### src/rtl/matrix_pkg.sv
// Shared LED-matrix definitions: geometry, framebuffer command opcodes and writer FSM states.
// Used by the framebuffer writer, the row-scan driver and the game logic.
package matrix_pkg;

  localparam int unsigned MATRIX_ROWS = 16;
  localparam int unsigned MATRIX_COLS = 16;

  typedef enum logic [2:0] {
    OP_NOP    = 3'd0,
    OP_SET    = 3'd1,
    OP_CLR    = 3'd2,
    OP_TOG    = 3'd3,
    OP_WROW   = 3'd4,
    OP_CLRALL = 3'd5,
    OP_SWAP   = 3'd6,
    OP_RSVD   = 3'd7
  } op_e;

  typedef enum logic [1:0] {
    ST_IDLE      = 2'd0,
    ST_CLEAR     = 2'd1,
    ST_SWAP_WAIT = 2'd2
  } state_e;

  // Opcodes that edit a single back-buffer row in one cycle.
  function automatic logic is_row_edit(input op_e op);
    return (op == OP_SET) || (op == OP_CLR) || (op == OP_TOG) || (op == OP_WROW);
  endfunction

endpackage

### src/rtl/fb_row_editor.sv
// Combinational single-row update for the framebuffer writer: applies SET/CLR/TOGGLE at column x
// or replaces the whole row, and flags whether the row should be written back (range-checked).
module fb_row_editor
  import matrix_pkg::*;
#(
  parameter int unsigned ROWS = MATRIX_ROWS,
  parameter int unsigned COLS = MATRIX_COLS,
  parameter int unsigned X_W  = 4,
  parameter int unsigned Y_W  = 4
) (
  input  logic [COLS-1:0] row_in,
  input  logic [2:0]      op,
  input  logic [X_W-1:0]  x,
  input  logic [Y_W-1:0]  y,
  input  logic [COLS-1:0] data,
  output logic [COLS-1:0] row_out,
  output logic            row_we
);

  logic x_ok;
  logic y_ok;

  always_comb begin
    x_ok    = int'(x) < int'(COLS);
    y_ok    = int'(y) < int'(ROWS);
    row_out = row_in;
    row_we  = 1'b0;
    case (op_e'(op))
      OP_SET: begin
        if (x_ok && y_ok) begin
          row_out[x] = 1'b1;
          row_we     = 1'b1;
        end
      end
      OP_CLR: begin
        if (x_ok && y_ok) begin
          row_out[x] = 1'b0;
          row_we     = 1'b1;
        end
      end
      OP_TOG: begin
        if (x_ok && y_ok) begin
          row_out[x] = ~row_in[x];
          row_we     = 1'b1;
        end
      end
      // Whole-row write only needs a valid row.
      OP_WROW: begin
        if (y_ok) begin
          row_out = data;
          row_we  = 1'b1;
        end
      end
      default: ;
    endcase
  end

endmodule

### src/rtl/framebuffer_writer.sv
// Double-buffered 16x16 LED framebuffer producer: commands edit the back buffer, SWAP copies it to
// the front buffer on the scan driver's frame_sync. Define FB_READBACK_EN for back-buffer readback.
module framebuffer_writer
  import matrix_pkg::*;
#(
  parameter int unsigned ROWS = MATRIX_ROWS,
  parameter int unsigned COLS = MATRIX_COLS,
  parameter int unsigned X_W  = 4,
  parameter int unsigned Y_W  = 4
) (
  input  logic                 system_clk,
  input  logic                 rst,
  input  logic                 cmd_valid,
  output logic                 cmd_ready,
  input  logic [2:0]           cmd_op,
  input  logic [X_W-1:0]       cmd_x,
  input  logic [Y_W-1:0]       cmd_y,
  input  logic [COLS-1:0]      cmd_data,
  input  logic                 frame_sync,
  output logic [ROWS*COLS-1:0] framebuffer,
  output logic                 busy,
  output logic                 swap_done
`ifdef FB_READBACK_EN
  ,
  input  logic [X_W-1:0]       rd_x,
  input  logic [Y_W-1:0]       rd_y,
  output logic                 rd_pixel
`endif
);

  state_e                       state_q, state_d;
  logic [ROWS-1:0][COLS-1:0]    back_q, back_d;
  logic [ROWS-1:0][COLS-1:0]    front_q, front_d;
  logic [Y_W-1:0]               clr_row_q, clr_row_d;
  logic                         cmd_ready_q;
  logic                         busy_q;
  logic                         swap_done_q, swap_done_d;

  logic                         accept;
  op_e                          op;
  logic [COLS-1:0]              edit_row;
  logic                         edit_we;

  assign accept = cmd_valid && cmd_ready_q;
  assign op     = op_e'(cmd_op);

  fb_row_editor #(
    .ROWS (ROWS),
    .COLS (COLS),
    .X_W  (X_W),
    .Y_W  (Y_W)
  ) u_row_editor (
    .row_in  (back_q[cmd_y]),
    .op      (cmd_op),
    .x       (cmd_x),
    .y       (cmd_y),
    .data    (cmd_data),
    .row_out (edit_row),
    .row_we  (edit_we)
  );

  always_comb begin
    state_d     = state_q;
    back_d      = back_q;
    front_d     = front_q;
    clr_row_d   = clr_row_q;
    swap_done_d = 1'b0;
    unique case (state_q)
      ST_IDLE: begin
        if (accept) begin
          if (is_row_edit(op) && edit_we) begin
            back_d[cmd_y] = edit_row;
          end
          if (op == OP_CLRALL) begin
            state_d   = ST_CLEAR;
            clr_row_d = '0;
          end else if (op == OP_SWAP) begin
            state_d = ST_SWAP_WAIT;
          end
        end
      end
      ST_CLEAR: begin
        back_d[clr_row_q] = '0;
        clr_row_d         = clr_row_q + 1'b1;
        if (clr_row_q == Y_W'(ROWS - 1)) begin
          state_d = ST_IDLE;
        end
      end
      // Only reachable one edge after the SWAP accept, so a coincident sync is never seen here.
      ST_SWAP_WAIT: begin
        if (frame_sync) begin
          front_d     = back_q;
          swap_done_d = 1'b1;
          state_d     = ST_IDLE;
        end
      end
      default: state_d = ST_IDLE;
    endcase
  end

  always_ff @(posedge system_clk) begin
    if (!rst) begin
      state_q     <= ST_IDLE;
      back_q      <= '0;
      front_q     <= '0;
      clr_row_q   <= '0;
      cmd_ready_q <= 1'b0;
      busy_q      <= 1'b0;
      swap_done_q <= 1'b0;
    end else begin
      state_q     <= state_d;
      back_q      <= back_d;
      front_q     <= front_d;
      clr_row_q   <= clr_row_d;
      cmd_ready_q <= (state_d == ST_IDLE);
      busy_q      <= (state_d != ST_IDLE);
      swap_done_q <= swap_done_d;
    end
  end

  assign cmd_ready   = cmd_ready_q;
  assign busy        = busy_q;
  assign swap_done   = swap_done_q;
  assign framebuffer = front_q;

`ifdef FB_READBACK_EN
  logic rd_pixel_q;

  // Reads back_q, so a same-cycle write to the pixel returns the pre-write value.
  always_ff @(posedge system_clk) begin
    if (!rst) begin
      rd_pixel_q <= 1'b0;
    end else if ((int'(rd_x) < int'(COLS)) && (int'(rd_y) < int'(ROWS))) begin
      rd_pixel_q <= back_q[rd_y][rd_x];
    end else begin
      rd_pixel_q <= 1'b0;
    end
  end

  assign rd_pixel = rd_pixel_q;
`endif

endmodule

### config.mk
export PLATFORM = sky130hd
export DESIGN_NAME = framebuffer_writer
export DESIGN_NICKNAME = d
export VERILOG_FILES = /design/src/rtl/matrix_pkg.sv /design/src/rtl/fb_row_editor.sv /design/src/rtl/framebuffer_writer.sv
export SDC_FILE = /design/constraint.sdc
export NUM_CORES = 1
export LEC_CHECK = 0
export CAP_MARGIN = 20
export CORE_MARGIN = 2
export CORE_UTILIZATION = 50
export DETAILED_ROUTE_END_ITERATION = 8
export PLACE_DENSITY = 0.82
export SYNTH_ARGS = -nofsm -noshare
export SYNTH_HDL_FRONTEND = slang
export SYNTH_SLANG_ARGS = --single-unit
### constraint.sdc
create_clock -name system_clk -period 2.9 [get_ports system_clk]
set_clock_uncertainty 0.05 [all_clocks]
set_input_delay 0.58 -clock system_clk [delete_from_list [all_inputs] [get_ports system_clk]]
set_output_delay 0.58 -clock system_clk [all_outputs]
set_load 0.1 [all_outputs]
* Word-level counts from Yosys, hierarchy flattened
Cells that the tools add are included.
** Operators by class
- Add/sub/neg operators :: 1
- Multipliers :: 0
- Div/mod/pow operators :: 0
- Magnitude comparators :: 6
- Eq/ne operators :: 12
- Shifts and indexed selects :: 0
- Muxes and demuxes :: 27
- Bitwise operators :: 6
- Reductions and logical operators :: 17
** Operators with widths (number)
- 256-bit 2-to-1 mux :: 2
- 256-bit one-hot mux with 2 select lines :: 1
- 256-bit bitwise AND :: 1
- 256-bit bitwise mux :: 1
- 256-bit inverter :: 1
- 16-bit demux with 4-bit select :: 2
- 16-bit binary-select mux with 4-bit select :: 1
- 16-bit one-hot mux with 4 select lines :: 1
- 16-bit 2-to-1 mux :: 3
- 16-bit bitwise AND :: 1
- 16-bit bitwise mux :: 1
- 16-bit inverter :: 1
- 16-bit OR :: 1
- 4-bit by 5-bit less-than comparator with 1-bit output (second input constant) :: 3
- 4-bit by 1-bit greater-or-equal comparator with 1-bit output (second input constant) :: 3
- 2-bit 2-to-1 mux :: 5
- 3-bit == test (second input constant) :: 3
- 4-bit 2-to-1 mux :: 2
- 4-bit one-hot mux with 2 select lines :: 1
- 3-bit by 2-bit == test with 1-bit output (second input constant) :: 2
- 2-bit inequality test (second input constant) :: 3
- 2-bit one-hot mux with 3 select lines :: 1
- 3-bit AND reduction :: 2
- 1-bit logical AND :: 5
- other kinds (14) :: 22
** Word-level totals
- Register bits :: 521
- Bits in latches :: 0
- Memory bits (writable) :: 0
- ROM bits :: 0
- Memories :: 0

* Logic depth before layout (Yosys ltp)
Gate-level depths: netlist of run 1.
- Depth in word-level cells :: 11
- Gate-level depth with buffers :: 12
- Mapped depth without buffers :: 6

* Cells and area by module
Synthesis of run 1 repeated with hierarchy kept, for this count alone.
** Second synthesis, totals
- Cell total of the unflattened synthesis :: 2095
- Area total of the unflattened synthesis :: 20793.7 um^2
** Modules (own cells, without submodules)
- framebuffer_writer :: instances 1, cells an instance 1990, area each 20040.5 um^2
- fb_row_editor :: instances 1, cells an instance 105, area each 753.2 um^2

* Worst setup path before layout of run 1
No wires, ideal clock.
- Path type :: in2reg
- Start :: input cmd_y[3]
- End :: register back_q[121] in the netlist's numbering
- Library setup time :: 62 ps
- Arrival :: 2838 ps
- Required time :: 2788 ps
- Slack :: -50 ps
- Stages :: 9
- Path buffers :: 4
- Path through :: buf_6 -> buf_12 -> buf_12 -> mux4_1 -> mux4_2 -> mux2i_1 -> a21oi_1 -> buf_2 -> a22o_1
** On the way
- Cells in the longest elaborated chain, start to end :: 11
** RTL lines
- start: declaration :: RTL line framebuffer_writer.sv:17 : input logic [Y_W-1:0] cmd_y,
- 16-bit binary-select mux with 4-bit select :: RTL line framebuffer_writer.sv:53 : .row_in (back_q[cmd_y]),
- 16-bit 2-to-1 mux (not written as such) :: RTL line framebuffer_writer.sv:53
- 1-bit binary-select mux with 4-bit select :: RTL line fb_row_editor.sv:43 : row_out[x] = ~row_in[x];
- 1-bit 2-to-1 mux (not written as such) :: RTL line fb_row_editor.sv:43
- 1-bit inverter :: RTL line fb_row_editor.sv:43
- 16-bit bitwise mux :: RTL line fb_row_editor.sv:43
- 16-bit one-hot mux with 4 select lines :: RTL line fb_row_editor.sv:28 : case (op_e'(op))
- 256-bit bitwise mux * :: RTL line framebuffer_writer.sv:72 : back_d[cmd_y] = edit_row;
- 256-bit 2-to-1 mux * :: RTL line framebuffer_writer.sv:71 : if (is_row_edit(op) && edit_we) begin
- 256-bit 2-to-1 mux * :: RTL line framebuffer_writer.sv:70 : if (accept) begin
- 256-bit one-hot mux with 2 select lines * :: RTL line framebuffer_writer.sv:68 : unique case (state_q)
- end signal: assignment :: RTL line framebuffer_writer.sv:112 : back_q <= back_d;
- end: declaration :: RTL line framebuffer_writer.sv:32 : logic [ROWS-1:0][COLS-1:0] back_q, back_d;
Mark *: on every way between the ends. The rest lies on a longest branch, timed or not. The select of a mux whose other input is x is not followed.
A chain may end at the register's enable or synchronous reset.

* Final worst setup path of run 1
- Start :: input cmd_y[0]
- End :: register back_q[154] in the netlist's numbering
Same word-level chain as after synthesis.

==> impl_metrics.toml, run 1 <==
[logic_synthesis]
ys_ff_latch = 521
syn-cell-area_mm2 = 0.0216
ys_top_cells_by_area = "dfxtp_1 (48%), nand2_1 (13%), a21oi_1 (6.4%), mux4_2 (5.9%), a22o_1 (3.9%)"
async_flop_share_pct = 0
synth-seq-area-share_pct = 48.3
syn_inst = 2432
synth_top_area_share_pct = 48.3
syn_area_per_cell_um2 = 8.88
synth_top_flop_cell = "dfxtp_1"
syn-num-nets = 2467
synth_edf_count = 0
yosys.area.top_type = "dfxtp_1"
synth_warnings = 0
ys_types = 67

[sta]
relSlewSlack_pct = 54.7
hold_viol = 0
period_share_pct = 94.0
setup_viol = 0
worst_slack_ns = 0.173
drv_slew = 0
tightest_slew_ns = 0.680
rsz0062_at_grt = "false"
period_needed_ns = 2.73
fin_hold_ws_ns = 0.405
fmax_ghz = 0.367

[flow_run]
cap_violations = 0

[cts]
htree_num_levels = 2
cts_resized = 0
cts_buffers = 52
cts.clk_slew.worst_paths_ns = 0.06
cts-root-buf = "clkbuf_16"
cts_hold_buf = 0
cts_tree = "built"
clk_latency_ns = 0.61
postCtsSetupBuffers = 0
cts.path.max_buffers = 3
clock_sinks = 521

[critical_path]
required_ns = 3.39
worstRegToRegCells = 8
crit_path_top_delay_cell = "mux4_2"
end_kind = "flip-flop"
worstPathArrival_ns = 3.22
crit_fanout = 21
cp-start-kind = "input pin"
reg2reg_from = "back_q[19]$_SDFFE_PN0P_"
crit_buf_inv = 3
crit_family = "multiplexers"
crit_type = "in2reg"
rrSetupSlack_ns = 0.26
reg2reg_to = "back_q[164]$_SDFFE_PN0P_"
path_cells = "buf_4, buf_4, mux4_2, mux4_2, a21oi_1, nand3_2, o211ai_4, buf_12, a22o_1"
slowest_delay_ns = 0.54

[final_layout]
design_area_mm2 = 0.0279
instances_no_fill = 3432
ff_latch_area_mm2 = 0.0104
multiInputGateArea_mm2 = 0.0102
final_cell_mix = "nand2_1 (769), dfxtp_1 (521), buf_4 (443)"
fillerInstances = 3418
layout.nets = 2842
final_common_cell = "nand2_1"
area_delta_synth_final_pct = 29.2
drive_gt1_share_pct = 23.8

[global_route]
grt_pass1_wl_um = 131000
grt_max_degree = 142
overflow = 0
antenna_found_initial = 6
track_usage_pct = 39.7
grt_pass1_vias = 20200

[run_status]
outcome = "finished clean"

[power_and_ir_drop]
powerDensity_mw_per_mm2 = 550
ir_drop_mv = 0.454
cellLeakagePower_nw = 10.4

[route]
route.detailed.drc = 0
viasPerCell = 6.22
drt_iter0_drc = 2788
dr_total_vias = 21300
totalWireLength_um = 90300
ant_nets = 0
drt-wirelength-per-cell_um = 26.3
first_pass_iters = 6

[floorplan]
start_util_pct = 50.3
fp.dieW_um = 212
fp.dieH_um = 212
core_area_mm2 = 0.0429
ioPinCount = 290
die-area_mm2 = 0.0449
rows = 76

[place]
place_congestion = 1.04
numPortBuffers = 289
place_ws_ns = -0.362
place_hpwl_um = 68400
placed_area_mm2 = 0.0261
post-place-cells = 3338

[hold_path]
min_to = "framebuffer[63]$_SDFFE_PN0P_"
hp-start = "framebuffer[63]$_SDFFE_PN0P_"
worstHoldPathType = "reg2reg"
worstHoldPathCells = 2
flip-flops by register name, indices dropped and copies added, names as in the netlist:
signal / cells
clr_row_q: 4
framebuffer: 256
back_q: 256
swap_done: 1
busy: 1
cmd_ready: 1
state_q: 2
layout make-up:
class	instances	share of cell area [%]
inverter	8	0.135
timing repair buffer	524	16.7
clock buffer	69	5.36
tap	585	2.62
multi-input combinational	1700	36.6
clock inverter	23	1.18
antenna	2	0.0179
sequential	521	37.4
routing by layer:
metal	track usage [%]	vias to the layer above	part of all wire (%)
met1	52.1	10300	39
met2	62.0	1394	44
met5	0	-	0.065
met3	9.45	277	11
li1	-	9387	-
met4	18.7	8	5.4
cell usage after synthesis (25+ instances only):
cell type	n
nand2_1	769
o31ai_1	34
mux4_2	57
nor2_1	48
buf_2	25
o21ai_0	108
clkbuf_1	151
o211ai_1	50
a22oi_1	48
a22o_1	97
dfxtp_1	521
a21oi_1	275
cell families after synthesis:
| logic type | Yosys count | synth area share, % |
|---|---|---|
| AOI/OAI and AO/OA | 699 | 20.8 |
| adders and majority gates | 4 | 0.232 |
| buffers and inverters | 211 | 4.47 |
| DFF | 521 | 48.3 |
| muxes | 90 | 9.24 |
| and+or+nand+nor | 907 | 16.9 |
how the worst max path moves through the flow:
stage                        start                  endpoint  slack, ns  cells past startpoint
after CTS                 cmd_y[0]  back_q[154]$_SDFFE_PN0P_       0.28                      9
final                     cmd_y[0]  back_q[154]$_SDFFE_PN0P_       0.17                      9
after global routing      cmd_y[0]  back_q[116]$_SDFFE_PN0P_       0.15                     10
after detailed placement  cmd_y[0]  back_q[154]$_SDFFE_PN0P_      -0.36                      9
after global placement    cmd_y[3]  back_q[212]$_SDFFE_PN0P_      -0.30                     11
after floorplan           cmd_y[3]  back_q[118]$_SDFFE_PN0P_      0.007                     10
worst reg2reg max path: stages (launching register included):
cell and delay, ns:
dfxtp_1 0.43, mux4_1 0.56, mux2i_1 0.31, nor4b_1 0.11, a311oi_2 0.32, a21oi_4 0.14
buf_12 0.17, buf_4 0.16, o311ai_1 0.27
power breakdown:
| group | total [mW] | switching, mW | internal [mW] |
|---|---|---|---|
| logic | 0.962 | 0.609 | 0.352 |
| registers | 7.17 | 0.0111 | 7.16 |
| clock network | 7.22 | 2.95 | 4.26 |
| total | 15.3 | 3.57 | 11.8 |
metrics by stage:
step	total power, mW	setup TNS [ns]	util [%]
5_1_grt	15.7	0	65.0
3_3_place_gp	8.25	-51.70	60.8
2_1_floorplan	7.79	0	-
3_5_place_dp	8.26	-60.46	60.8
6_report	15.4	0	65.1
4_1_cts	15.3	0	65.0
(Power assumes the default switching activity.)
==> run 2: changes to the inputs <==
--- a/config.mk
+++ b/config.mk
@@ -8,6 +8,7 @@
 export CAP_MARGIN = 20
 export CORE_MARGIN = 2
 export CORE_UTILIZATION = 50
+export CTS_CLUSTER_DIAMETER = 50
 export DETAILED_ROUTE_END_ITERATION = 8
 export PLACE_DENSITY = 0.82
 export SYNTH_ARGS = -nofsm -noshare
==> run 2 against run 1 <==
Cell count about the same. Clock-buffer cell count stayed put. Clock power is essentially flat. Non-clock buffer count unchanged. Register-to-register slack about the same. Sequential cell count stayed put. Maximum frequency up 0.59%. Core utilization hardly changed. Largest cell class unchanged.
==> impl_metrics.toml, run 2 (same netlist as run 1, synthesis figures left out) <==
[route]
first_pass_iters = 7
totalWireLength_um = 90200
drt_iter0_drc = 2863
drt-wirelength-per-cell_um = 26.3
ant_nets = 0
viasPerCell = 6.18
route.detailed.drc = 0
dr_total_vias = 21200

[power_and_ir_drop]
cellLeakagePower_nw = 10.4
ir_drop_mv = 0.453
powerDensity_mw_per_mm2 = 549
power.total_mw = 15.3

[floorplan]
rows = 76
die-area_mm2 = 0.0449
fp.dieH_um = 212
core_area_mm2 = 0.0429
ioPinCount = 290
start_util_pct = 50.3
fp.dieW_um = 212

[place]
numPortBuffers = 289
place_hpwl_um = 68400
place_congestion = 1.04

[final_layout]
drive_gt1_share_pct = 23.8
layout.nets = 2843
area_delta_synth_final_pct = 29.2
fillerInstances = 3431
final_core_util_pct = 65.1
final_cell_mix = "nand2_1 (769), dfxtp_1 (521), buf_4 (443)"
final_common_cell = "nand2_1"

[sta]
drv_slew = 0
tightest_slew_ns = 0.671
hold_viol = 0
period_share_pct = 93.5
fmax_ghz = 0.369
period_needed_ns = 2.71
setup_viol = 0
tns_ns = 0
rsz0062_at_grt = "false"
relSlewSlack_pct = 55.3

[cts]
clk_latency_ns = 0.61
htree_num_levels = 2
cts_hold_buf = 0
cts.path.max_buffers = 3
cts.clk_slew.worst_paths_ns = 0.06
cts-root-buf = "clkbuf_16"
cts_resized = 0
cts_tree = "built"
postCtsSetupBuffers = 0
clock_sinks = 521
cts_buffers = 53

[critical_path]
crit_buf_inv = 3
worstPathArrival_ns = 3.20
crit_path_top_delay_cell = "mux4_2"
crit_type = "in2reg"
slowest_delay_ns = 0.53
crit_fanout = 21
crit_family = "multiplexers"
cp-start-kind = "input pin"
required_ns = 3.39
path_cells = "buf_4, buf_4, mux4_2, mux4_2, a21oi_1, nand3_2, o211ai_4, buf_12, a22o_1"
end_kind = "flip-flop"

[flow_run]
cap_violations = 0

[global_route]
grt_pass1_vias = 20200
antenna_found_initial = 6
use_met1_pct = 51.9
gr-usage-met3_pct = 9.39
overflow = 0
grt_pass1_wl_um = 131000
gr-usage-met2_pct = 61.5
track_usage_pct = 39.7
top_usage_layer = "met2"
grt_max_degree = 142

[hold_path]
worstHoldPathType = "reg2reg"

[run_status]
outcome = "finished clean"
## run 2: cell count changes in the layout (fill, tap and decap cells not counted), sizes merged
cell,delta
inv,+3
bufinv,-1
## run 2: final cells by class
class	instances	area, um2	share of cell area, %
Inverter	8	37.5	0.135
Clock inverter	25	330	1.18
Tap cell	585	732	2.62
Sequential cell	521	10400	37.4
Clock buffer	69	1500	5.36
Timing Repair Buffer	524	4650	16.7
Multi-Input combinational cell	1700	10200	36.6
Antenna cell	2	5.00	0.0179
## run 2: report_power, final
group          internal (mW)  switching (mW)  total, mW
logic                  0.352           0.606      0.959
clock network           4.20            2.99       7.19
registers               7.16          0.0112       7.17
## run 2: metal layers
metal | vias to the layer above | part of all wire [%]
met3 | 301 | 11
met4 | 12 | 5.8
li1 | 9400 | -
met2 | 1305 | 44
met5 | - | 0.081
met1 | 10200 | 39
## run 2: per-stage QoR
stage	area [um2]	hold slack, ns	instances	setup slack [ns]
CTS	27900	0.406	3432	0.281
finish	27900	0.406	3434	0.190
global route	27900	0.421	3432	0.126
global placement	26100	0.395	3338	-0.300
detailed placement	26100	0.398	3338	-0.362
floorplan	21600	0.388	2432	0.00749
## run 2: worst paths after layout
path	slack, ns	end	cells past startpoint	startpoint
min	0.41	framebuffer[8]$_SDFFE_PN0P_	2	framebuffer[8]$_SDFFE_PN0P_
min reg2reg	0.41	framebuffer[8]$_SDFFE_PN0P_	2	framebuffer[8]$_SDFFE_PN0P_
max	0.19	back_q[154]$_SDFFE_PN0P_	9	cmd_y[0]
max reg2reg	0.27	back_q[154]$_SDFFE_PN0P_	7	back_q[155]$_SDFFE_PN0P_
## run 2: worst min-delay path: stages, from the launching register on
cell and delay (ns):
dfxtp_1 0.31, nand2_1 0.05, a21oi_1 0.05
